**src/rtl/obi_burst_bridge.sv**
```systemverilog
// Host command FIFO -> single-outstanding OBI master; read data returns via response FIFO. Cmd to req in 2 cycles, >=2 cycles/beat,
// reads stall while the response FIFO is full, cmd_ready_o = !full. Define OBI_BRIDGE_STATS_EN for saturating beat/stall counters.

module obi_burst_bridge_fifo #(
  parameter int WIDTH = 8,
  parameter int DEPTH = 4
) (
  input  logic                       clk,
  input  logic                       rst_n,
  input  logic                       push,
  input  logic [WIDTH-1:0]           wdata,
  input  logic                       pop,
  output logic [WIDTH-1:0]           rdata,
  output logic                       full,
  output logic                       empty,
  output logic [$clog2(DEPTH+1)-1:0] level
);
  localparam int PW = $clog2(DEPTH);
  localparam int LW = $clog2(DEPTH+1);

  logic [WIDTH-1:0] mem [DEPTH];
  logic [PW-1:0]    wr_ptr, rd_ptr;
  logic             do_push, do_pop;

  assign full    = (level == LW'(DEPTH));
  assign empty   = (level == '0);
  assign do_pop  = pop & !empty;
  // A push into a full FIFO lands only if the head leaves in the same cycle.
  assign do_push = push & (!full | do_pop);
  assign rdata   = mem[rd_ptr];

  always_ff @(posedge clk or negedge rst_n) begin
    if (!rst_n) begin
      wr_ptr <= '0;
      rd_ptr <= '0;
      level  <= '0;
    end else begin
      if (do_push) wr_ptr <= wr_ptr + PW'(1);
      if (do_pop)  rd_ptr <= rd_ptr + PW'(1);
      if (do_push != do_pop) level <= do_push ? level + LW'(1) : level - LW'(1);
    end
  end

  always_ff @(posedge clk) begin
    if (do_push) mem[wr_ptr] <= wdata;
  end
endmodule

module obi_burst_bridge #(
  parameter int ADDR_WIDTH = 32,
  parameter int DATA_WIDTH = 32,
  parameter int CMD_DEPTH  = 4,
  parameter int RSP_DEPTH  = 4,
  parameter int LEN_WIDTH  = 4
) (
  input  logic                           clk,
  input  logic                           rst_n,
  input  logic                           cmd_valid_i,
  output logic                           cmd_ready_o,
  input  logic                           cmd_we_i,
  input  logic [DATA_WIDTH/8-1:0]        cmd_be_i,
  input  logic [ADDR_WIDTH-1:0]          cmd_addr_i,
  input  logic [DATA_WIDTH-1:0]          cmd_wdata_i,
  input  logic [LEN_WIDTH-1:0]           cmd_len_i,
  output logic                           rsp_valid_o,
  input  logic                           rsp_ready_i,
  output logic [DATA_WIDTH-1:0]          rsp_rdata_o,
  output logic                           req_o,
  output logic                           we_o,
  output logic [DATA_WIDTH/8-1:0]        be_o,
  output logic [ADDR_WIDTH-1:0]          addr_o,
  output logic [DATA_WIDTH-1:0]          wdata_o,
  input  logic                           gnt_i,
  input  logic                           rvalid_i,
  input  logic [DATA_WIDTH-1:0]          rdata_i,
  output logic                           busy_o,
  output logic [$clog2(CMD_DEPTH+1)-1:0] cmd_level_o,
  output logic [$clog2(RSP_DEPTH+1)-1:0] rsp_level_o,
  output logic [31:0]                    beat_cnt_o,
  output logic [31:0]                    stall_cnt_o
);
  localparam int BE_W = DATA_WIDTH / 8;
  localparam logic [ADDR_WIDTH-1:0] ADDR_STEP = ADDR_WIDTH'(BE_W);

  typedef struct packed {
    logic                  we;
    logic [BE_W-1:0]       be;
    logic [ADDR_WIDTH-1:0] addr;
    logic [DATA_WIDTH-1:0] wdata;
    logic [LEN_WIDTH-1:0]  len;
  } cmd_t;

  typedef enum logic [1:0] {IDLE, REQ, WAIT_R} state_t;

  state_t state, state_next;
  cmd_t   cmd_in, cmd_head, work;
  logic   cmd_push, cmd_pop, cmd_full, cmd_empty;
  logic   rsp_push, rsp_full, rsp_empty;
  logic   req, beat_done;

  assign cmd_in      = {cmd_we_i, cmd_be_i, cmd_addr_i, cmd_wdata_i, cmd_len_i};
  assign cmd_ready_o = !cmd_full;
  assign cmd_push    = cmd_valid_i & !cmd_full;

  obi_burst_bridge_fifo #(.WIDTH($bits(cmd_t)), .DEPTH(CMD_DEPTH)) u_cmd_fifo (
    .clk   (clk),
    .rst_n (rst_n),
    .push  (cmd_push),
    .wdata (cmd_in),
    .pop   (cmd_pop),
    .rdata (cmd_head),
    .full  (cmd_full),
    .empty (cmd_empty),
    .level (cmd_level_o)
  );

  assign rsp_push    = beat_done & !work.we;
  assign rsp_valid_o = !rsp_empty;

  obi_burst_bridge_fifo #(.WIDTH(DATA_WIDTH), .DEPTH(RSP_DEPTH)) u_rsp_fifo (
    .clk   (clk),
    .rst_n (rst_n),
    .push  (rsp_push),
    .wdata (rdata_i),
    .pop   (rsp_ready_i),
    .rdata (rsp_rdata_o),
    .full  (rsp_full),
    .empty (rsp_empty),
    .level (rsp_level_o)
  );

  always_ff @(posedge clk or negedge rst_n) begin
    if (!rst_n) state <= IDLE;
    else        state <= state_next;
  end

  always_comb begin
    state_next = state;
    cmd_pop    = 1'b0;
    req        = 1'b0;
    beat_done  = 1'b0;
    unique case (state)
      IDLE: begin
        if (!cmd_empty) begin
          cmd_pop    = 1'b1;
          state_next = REQ;
        end
      end
      REQ: begin
        // Only one read is ever in flight, so a free slot now stays free until its rvalid.
        req = work.we | !rsp_full;
        if (req && gnt_i) state_next = WAIT_R;
      end
      WAIT_R: begin
        if (rvalid_i) begin
          beat_done  = 1'b1;
          state_next = (work.len != '0) ? REQ : IDLE;
        end
      end
      default: state_next = IDLE;
    endcase
  end

  // work.len doubles as the remaining-beat count of the active command.
  always_ff @(posedge clk or negedge rst_n) begin
    if (!rst_n) begin
      work <= '0;
    end else if (cmd_pop) begin
      work <= cmd_head;
    end else if (beat_done && work.len != '0) begin
      work.addr <= work.addr + ADDR_STEP;
      work.len  <= work.len - LEN_WIDTH'(1);
    end
  end

  assign req_o   = req;
  assign we_o    = work.we;
  assign be_o    = work.be;
  assign addr_o  = work.addr;
  assign wdata_o = work.wdata;
  assign busy_o  = (state != IDLE) | !cmd_empty;

`ifdef OBI_BRIDGE_STATS_EN
  logic [31:0] beat_cnt, stall_cnt;

  always_ff @(posedge clk or negedge rst_n) begin
    if (!rst_n) begin
      beat_cnt  <= '0;
      stall_cnt <= '0;
    end else begin
      if (beat_done && beat_cnt != '1)          beat_cnt  <= beat_cnt + 32'd1;
      if (req && !gnt_i && stall_cnt != '1)     stall_cnt <= stall_cnt + 32'd1;
    end
  end

  assign beat_cnt_o  = beat_cnt;
  assign stall_cnt_o = stall_cnt;
`else
  assign beat_cnt_o  = '0;
  assign stall_cnt_o = '0;
`endif
endmodule

```
**config.mk**
```make
export PLATFORM = sky130hd
export DESIGN_NAME = obi_burst_bridge
export DESIGN_NICKNAME = d
export VERILOG_FILES = /design/src/rtl/obi_burst_bridge.sv
export SDC_FILE = /design/constraint.sdc
export NUM_CORES = 1
export LEC_CHECK = 0
export ABC_AREA = 1
export BUFFER_PORTS_ARGS = -buffer_cell sky130_fd_sc_hd__buf_2
export CAP_MARGIN = 20
export CORE_UTILIZATION = 42
export DETAILED_ROUTE_END_ITERATION = 6
export PLACE_DENSITY_LB_ADDON = 0.05
export SYNTH_ARGS = -nofsm -noshare
export SYNTH_HDL_FRONTEND = slang
export SYNTH_SLANG_ARGS = --single-unit
```
**constraint.sdc**
```tcl
create_clock -name clk -period 5.68 [get_ports clk]
set_input_delay 0.284 -clock clk [delete_from_list [all_inputs] [get_ports clk]]
set_output_delay 0.284 -clock clk [all_outputs]
set_load 0.005 [all_outputs]
```
==> qor.txt, run 1 <==
Vias per cell: 4.899
Clock Sinks: 509
Layout net count: 2247
Worst path cell trace: buf_4 -> inv_1 -> buf_4 -> o21ai_0 -> o22ai_1 -> buf_2
# setup viols final: 0
Yosys warnings: 0
Synth async-reset ratio: 17.49%
Die H: 228.7 microns
Worst-case vdd ir drop: 0.3105 mV
Crit-path max FO: 66
Share of layout cells above drive strength 1: 16.60%
Outcome: complete, no violations
DP Cell Count: 2628
Die footprint: 0.05230 sq mm
Commonest non-fill, non-tap cell in the layout: edfxtp_1
Worst Path Buf+Inv: 4
CTS hold repair buffers: 109
Synth Area in XOR/XNOR: 0.7711%
Mux cell area share after synthesis: 0%
CTS Buffer Depth: 3
Seq/Total Area, Yosys: 68.76%
Number of synthesized flops with an enable pin: 420
Via count: 13929
Dpl ws: 2835 ps
Final wirelength: 52.23 mm
Top-Level Pins: 286
Top cell by count, worst path: buf_4
Yosys cell types: 38
Adder-cell share of the synthesized area: 0.7885%
Pleak: 9.643 nW
Clk_skew: 13.95 ps
Post-Syn Area: 0.02158 sq mm
CTS tree: yes
Final GP Congestion: 0.8307
Maximum Capacitance Violations: 0
First-pass GRT wire length: 80.72 mm
DRT iter0 DRCs: 921
Post-CTS setup buffer count: 0
Cts bufs inserted: 54
Vias in the first global route: 13557
Slowest CP cell: buf_4
RSZ-0062 raised after global routing: false
# port buffers: 221
Final Util: 50.39%
Area Growth Syn to Fin: 17.61%
Max-slew violation count: 0
Hold_ws: 219.4 ps
CP arrival: 2530 ps
Clock root buffer: clkbuf_16
Final WS setup: 2862 ps
PD cells: 526.7 mW/mm^2
Fin. Hold Viols: 0
Largest net degree at the start of global routing: 106
Die X: 228.7 microns
Critical Path Start Type: flop
Max incr delay on CP: 570 ps
Final setup TNS: 0 ps
Initial Utilization: 42.84%
Cells after Synth: 1875
GRT Overall Usage: 19.89%
Worst Hold Class: primary input to async pin
Setup CP Type: flop to output port
Antenna Nets Post-Route: 0
Final period util: 49.62%
Most frequent cells in the layout: edfxtp_1 (420), nor2_1 (378), nand2_1 (221)
Final min period: 2818 ps
Largest family of logic cells by synthesized area: simple AND/OR/NAND/NOR gates
Worst Setup End Kind: output port
Core region area: 0.05038 sq mm
Clock network latency to the later pin of the worst-skew pair: 600 ps
Compound-Gate Fraction of Synth Area: 8.145%
FMAX: 354.8 MHz
WP data required: 5400 ps
Post-route DRC: 0
Pre-antenna DRT Iters: 5
GR Overflow Total: 0
Std cell rows: 82
Main flop type after synthesis: edfxtp_1
Post-Synth Simple-Gate Area: 13.38%
Worst Tran Pin Value: 1046 ps
Rel. slew slack: 30.24%
CP delay by family, top: buffers and inverters
#FFs+latches synth: 509
Worst-path clk slew: 60 ps
Mapped Avg Cell Area: 11.51 sq um
CTS-repair resized insts: 0
Initial antenna violation count: 3
Non-filler cells, final: 2843
Post-DP HPWL: 30.56 mm
WL per Instance: 18.37 microns
H-tree depth: 2
-- final timing paths --
path / from / end / slack (ps) / cells after the start
max in group asynchronous: rst_n / u_cmd_fifo.rd_ptr[0] / 4130 / 3
min reg2reg: u_rsp_fifo.rd_ptr[1] / u_rsp_fifo.rd_ptr[1] / 520 / 1
max reg2reg: u_cmd_fifo.level[0] / u_cmd_fifo.mem[3][66] / 2870 / 5
max: u_rsp_fifo.rd_ptr[0] / rsp_rdata_o[18] / 2860 / 6
min in group clk: cmd_valid_i / u_cmd_fifo.wr_ptr[0] / 250 / 3
min: rst_n / state[1] / 220 / 2
-- layer usage --
metal / global-route usage (%) / part of all wire (%)
met4: 5.285 / 2.0
met2: 31.40 / 46
met1: 28.51 / 48
met5: 0 / 0.015
met3: 3.256 / 4.3
-- metrics by stage --
step                instance area [sq um]  power, mW
global route                        25380      14.28
finish                              25380      13.37
global placement                    22490      9.901
CTS                                 25320      13.53
detailed placement                  22490      9.949
floorplan                           21820      8.676
-- logic make-up after synthesis --
logic type,after synthesis
adder cells (fa/ha/maj),13
flip-flops,509
buffers and inverters,296
XOR/XNOR,19
AND/OR/NAND/NOR,715
AO/OA/AOI/OAI,322
other,1
-- final cells by class --
| class | count | area [sq um] |
|---|---|---|
| repair buffers | 352 | 2405 |
| clock buffers | 67 | 1431 |
| diodes | 2 | 5.005 |
| clock inverters | 35 | 315.3 |
| fillers | 4587 | 24990 |
| inverters | 73 | 279.0 |
| multi-input cells | 1133 | 5263 |
| flip-flops and latches | 509 | 14840 |
| well taps | 672 | 840.8 |
-- sequential cells by signal (all words and copies together) (netlist names), 3 cells and up --
register	count
addr_o	32
be_o	4
u_cmd_fifo.level	3
u_cmd_fifo.mem	292
u_rsp_fifo.level	3
u_rsp_fifo.mem	128
wdata_o	32
work	4
-- cells in the mapped netlist, types with 3 or more instances --
library cell	n	area, sq um
nor2_1	386	1449
nor2_4	4	45.04
buf_2	43	215.2
nor3_1	3	15.01
o22ai_1	41	256.5
buf_6	9	101.4
o21ai_1	6	30.03
ha_1	12	150.1
a31oi_1	43	269.0
buf_4	136	1021
nand2_2	5	31.28
inv_1	70	262.8
nand2_1	221	829.6
nor2_2	11	68.82
xor2_1	18	157.7
edfxtp_1	420	12610
dfrtp_1	89	2227
clkbuf_1	34	127.6
nand3_1	76	380.4
o21ai_0	201	1006
a21oi_1	20	100.1
nand4_1	3	18.77
o211ai_1	5	37.54
-- report_power, final --
part / leakage (nW) / switching, mW / internal [mW] / total [mW]
clock: 0.845 / 1.47 / 2.02 / 3.49
combinational: 3.97 / 3.00 / 1.48 / 4.48
sequential: 4.83 / 0.503 / 4.90 / 5.40
No activity file was read; power rests on OpenSTA's default activity.
==> inputs of run 2 (changes only) <==
- clock period: 5.68 -> 2.6 ns (I/O delays scaled with it)
==> qor.txt, run 2 (synthesis gave the netlist of run 1 again) <==
Outcome: complete, no violations
Critical Path Start Type: flop
Final WS setup: 459.3 ps
CTS Buffer Depth: 3
Hold_ws: 70.88 ps
Worst path cell trace: inv_1 -> buf_4 -> o21ai_0 -> o22ai_1 -> buf_2
Seq. cell area: 0.01484 sq mm
Area Growth Syn to Fin: 19.15%
Std cell rows: 82
Final wirelength: 52.62 mm
Die footprint: 0.05230 sq mm
Post-DP HPWL: 32.28 mm
Total power: 29.43 mW
Most frequent cells in the layout: edfxtp_1 (420), nor2_1 (378), nand2_1 (221)
Setup CP Type: flop to output port
Top-Level Pins: 286
Worst Tran Pin Value: 759.0 ps
Die X: 228.7 microns
Pleak: 9.814 nW
Worst-path clk slew: 60 ps
RSZ-0062 raised after global routing: false
Vias in the first global route: 13691
Filler cell count: 4557
Final period util: 82.34%
Die H: 228.7 microns
Cts bufs inserted: 55
Via count: 14019
Area of the multi-input gates: 0.005263 sq mm
H-tree depth: 2
Slowest CP cell: dfrtp_1
DRT iter0 DRCs: 894
# port buffers: 221
CP arrival: 2010 ps
# setup viols final: 0
Clock root buffer: clkbuf_16
Rel. slew slack: 48.87%
Worst-case vdd ir drop: 0.6932 mV
Share of layout cells above drive strength 1: 17.46%
PD cells: 1145 mW/mm^2
Setup slack, reg-to-reg: 570 ps
Clock Sinks: 509
WP data required: 2470 ps
Maximum Capacitance Violations: 0
Vias per cell: 4.893
First-pass GRT wire length: 81.74 mm
Post-route DRC: 0
WL per Instance: 18.37 microns
Post-CTS setup buffer count: 0
Commonest non-fill, non-tap cell in the layout: edfxtp_1
Pre-antenna DRT Iters: 4
Design Area, Final: 0.02571 sq mm
DP Cell Count: 2651
Dpl ws: 531.2 ps
Largest net degree at the start of global routing: 66
Antenna Cells: 0
Max-slew violation count: 0
Initial Utilization: 42.84%
GR Overflow Total: 0
Final Util: 51.05%
Worst Hold Class: primary input to async pin
Initial antenna violation count: 3
Final GP Congestion: 0.8094
Clock network latency to the later pin of the worst-skew pair: 590 ps
Max incr delay on CP: 400 ps
Largest register FFs: 292
Antenna Nets Post-Route: 0
Final min period: 2141 ps
FMAX: 467.1 MHz
Layout net count: 2270
Largest registers: u_cmd_fifo.mem (292), u_rsp_fifo.mem (128)
Fin. Hold Viols: 0
Final setup TNS: 0 ps
Largest register by flop count: u_cmd_fifo.mem
GRT Overall Usage: 20.23%
Crit-path max FO: 41
CTS tree: yes
Core region area: 0.05038 sq mm
DP Area: 0.02287 sq mm
Clk_skew: 10.53 ps
Worst Setup End Kind: output port
Non-filler cells, final: 2865
## run 2: final timing paths
| path | start | end | depth (start not counted) |
|---|---|---|---|
| worst max register to register | u_cmd_fifo.rd_ptr[0] | addr_o[12] | 7 |
| worst min register to register | u_rsp_fifo.rd_ptr[1] | u_rsp_fifo.rd_ptr[1] | 1 |
| worst max-delay path | u_rsp_fifo.rd_ptr[0] | rsp_rdata_o[8] | 5 |
| min in group clk | cmd_valid_i | u_cmd_fifo.wr_ptr[0] | 3 |
| max in group asynchronous | rst_n | addr_o[26] | 3 |
| worst min-delay path | rst_n | addr_o[6] | 2 |
## run 2: critical path: cells and delay by family (launching register included)
kind                   cells  cell delay (ps)
AO/OA/AOI/OAI              2              350
buffers and inverters      3              650
flip-flops                 1              400
## run 2: per-layer routing
| layer | global-route usage (%) | share of wire, % | up-vias |
|---|---|---|---|
| li1 | - | - | 6823 |
| met1 | 27.59 | 45 | 6821 |
| met2 | 32.73 | 48 | 290 |
| met3 | 4.192 | 4.7 | 79 |
| met4 | 5.705 | 2.2 | 6 |
| met5 | 0 | 0.072 | - |
## run 2: area by class of cell
class | instances | share of cell area (%)
Clock buffer | 75 | 5.883
Inverter | 73 | 1.085
Tap cell | 672 | 3.270
Sequential cell | 509 | 57.73
Timing Repair Buffer | 374 | 10.68
Clock inverter | 29 | 0.8953
Multi-Input combinational cell | 1133 | 20.47
## run 2: where the power goes
part,switching [mW],internal (mW),total [mW]
sequential,1.02,10.7,11.7
combinational,6.67,3.55,10.2
clock,3.14,4.37,7.50
## run 2: repair_timing
item | in CTS | in global routing
endpoints found under the setup margin | 0 | 0
resized for setup | 0 | 0
hold endpoints to repair | 475 | 0
hold buffers | 110 | 0
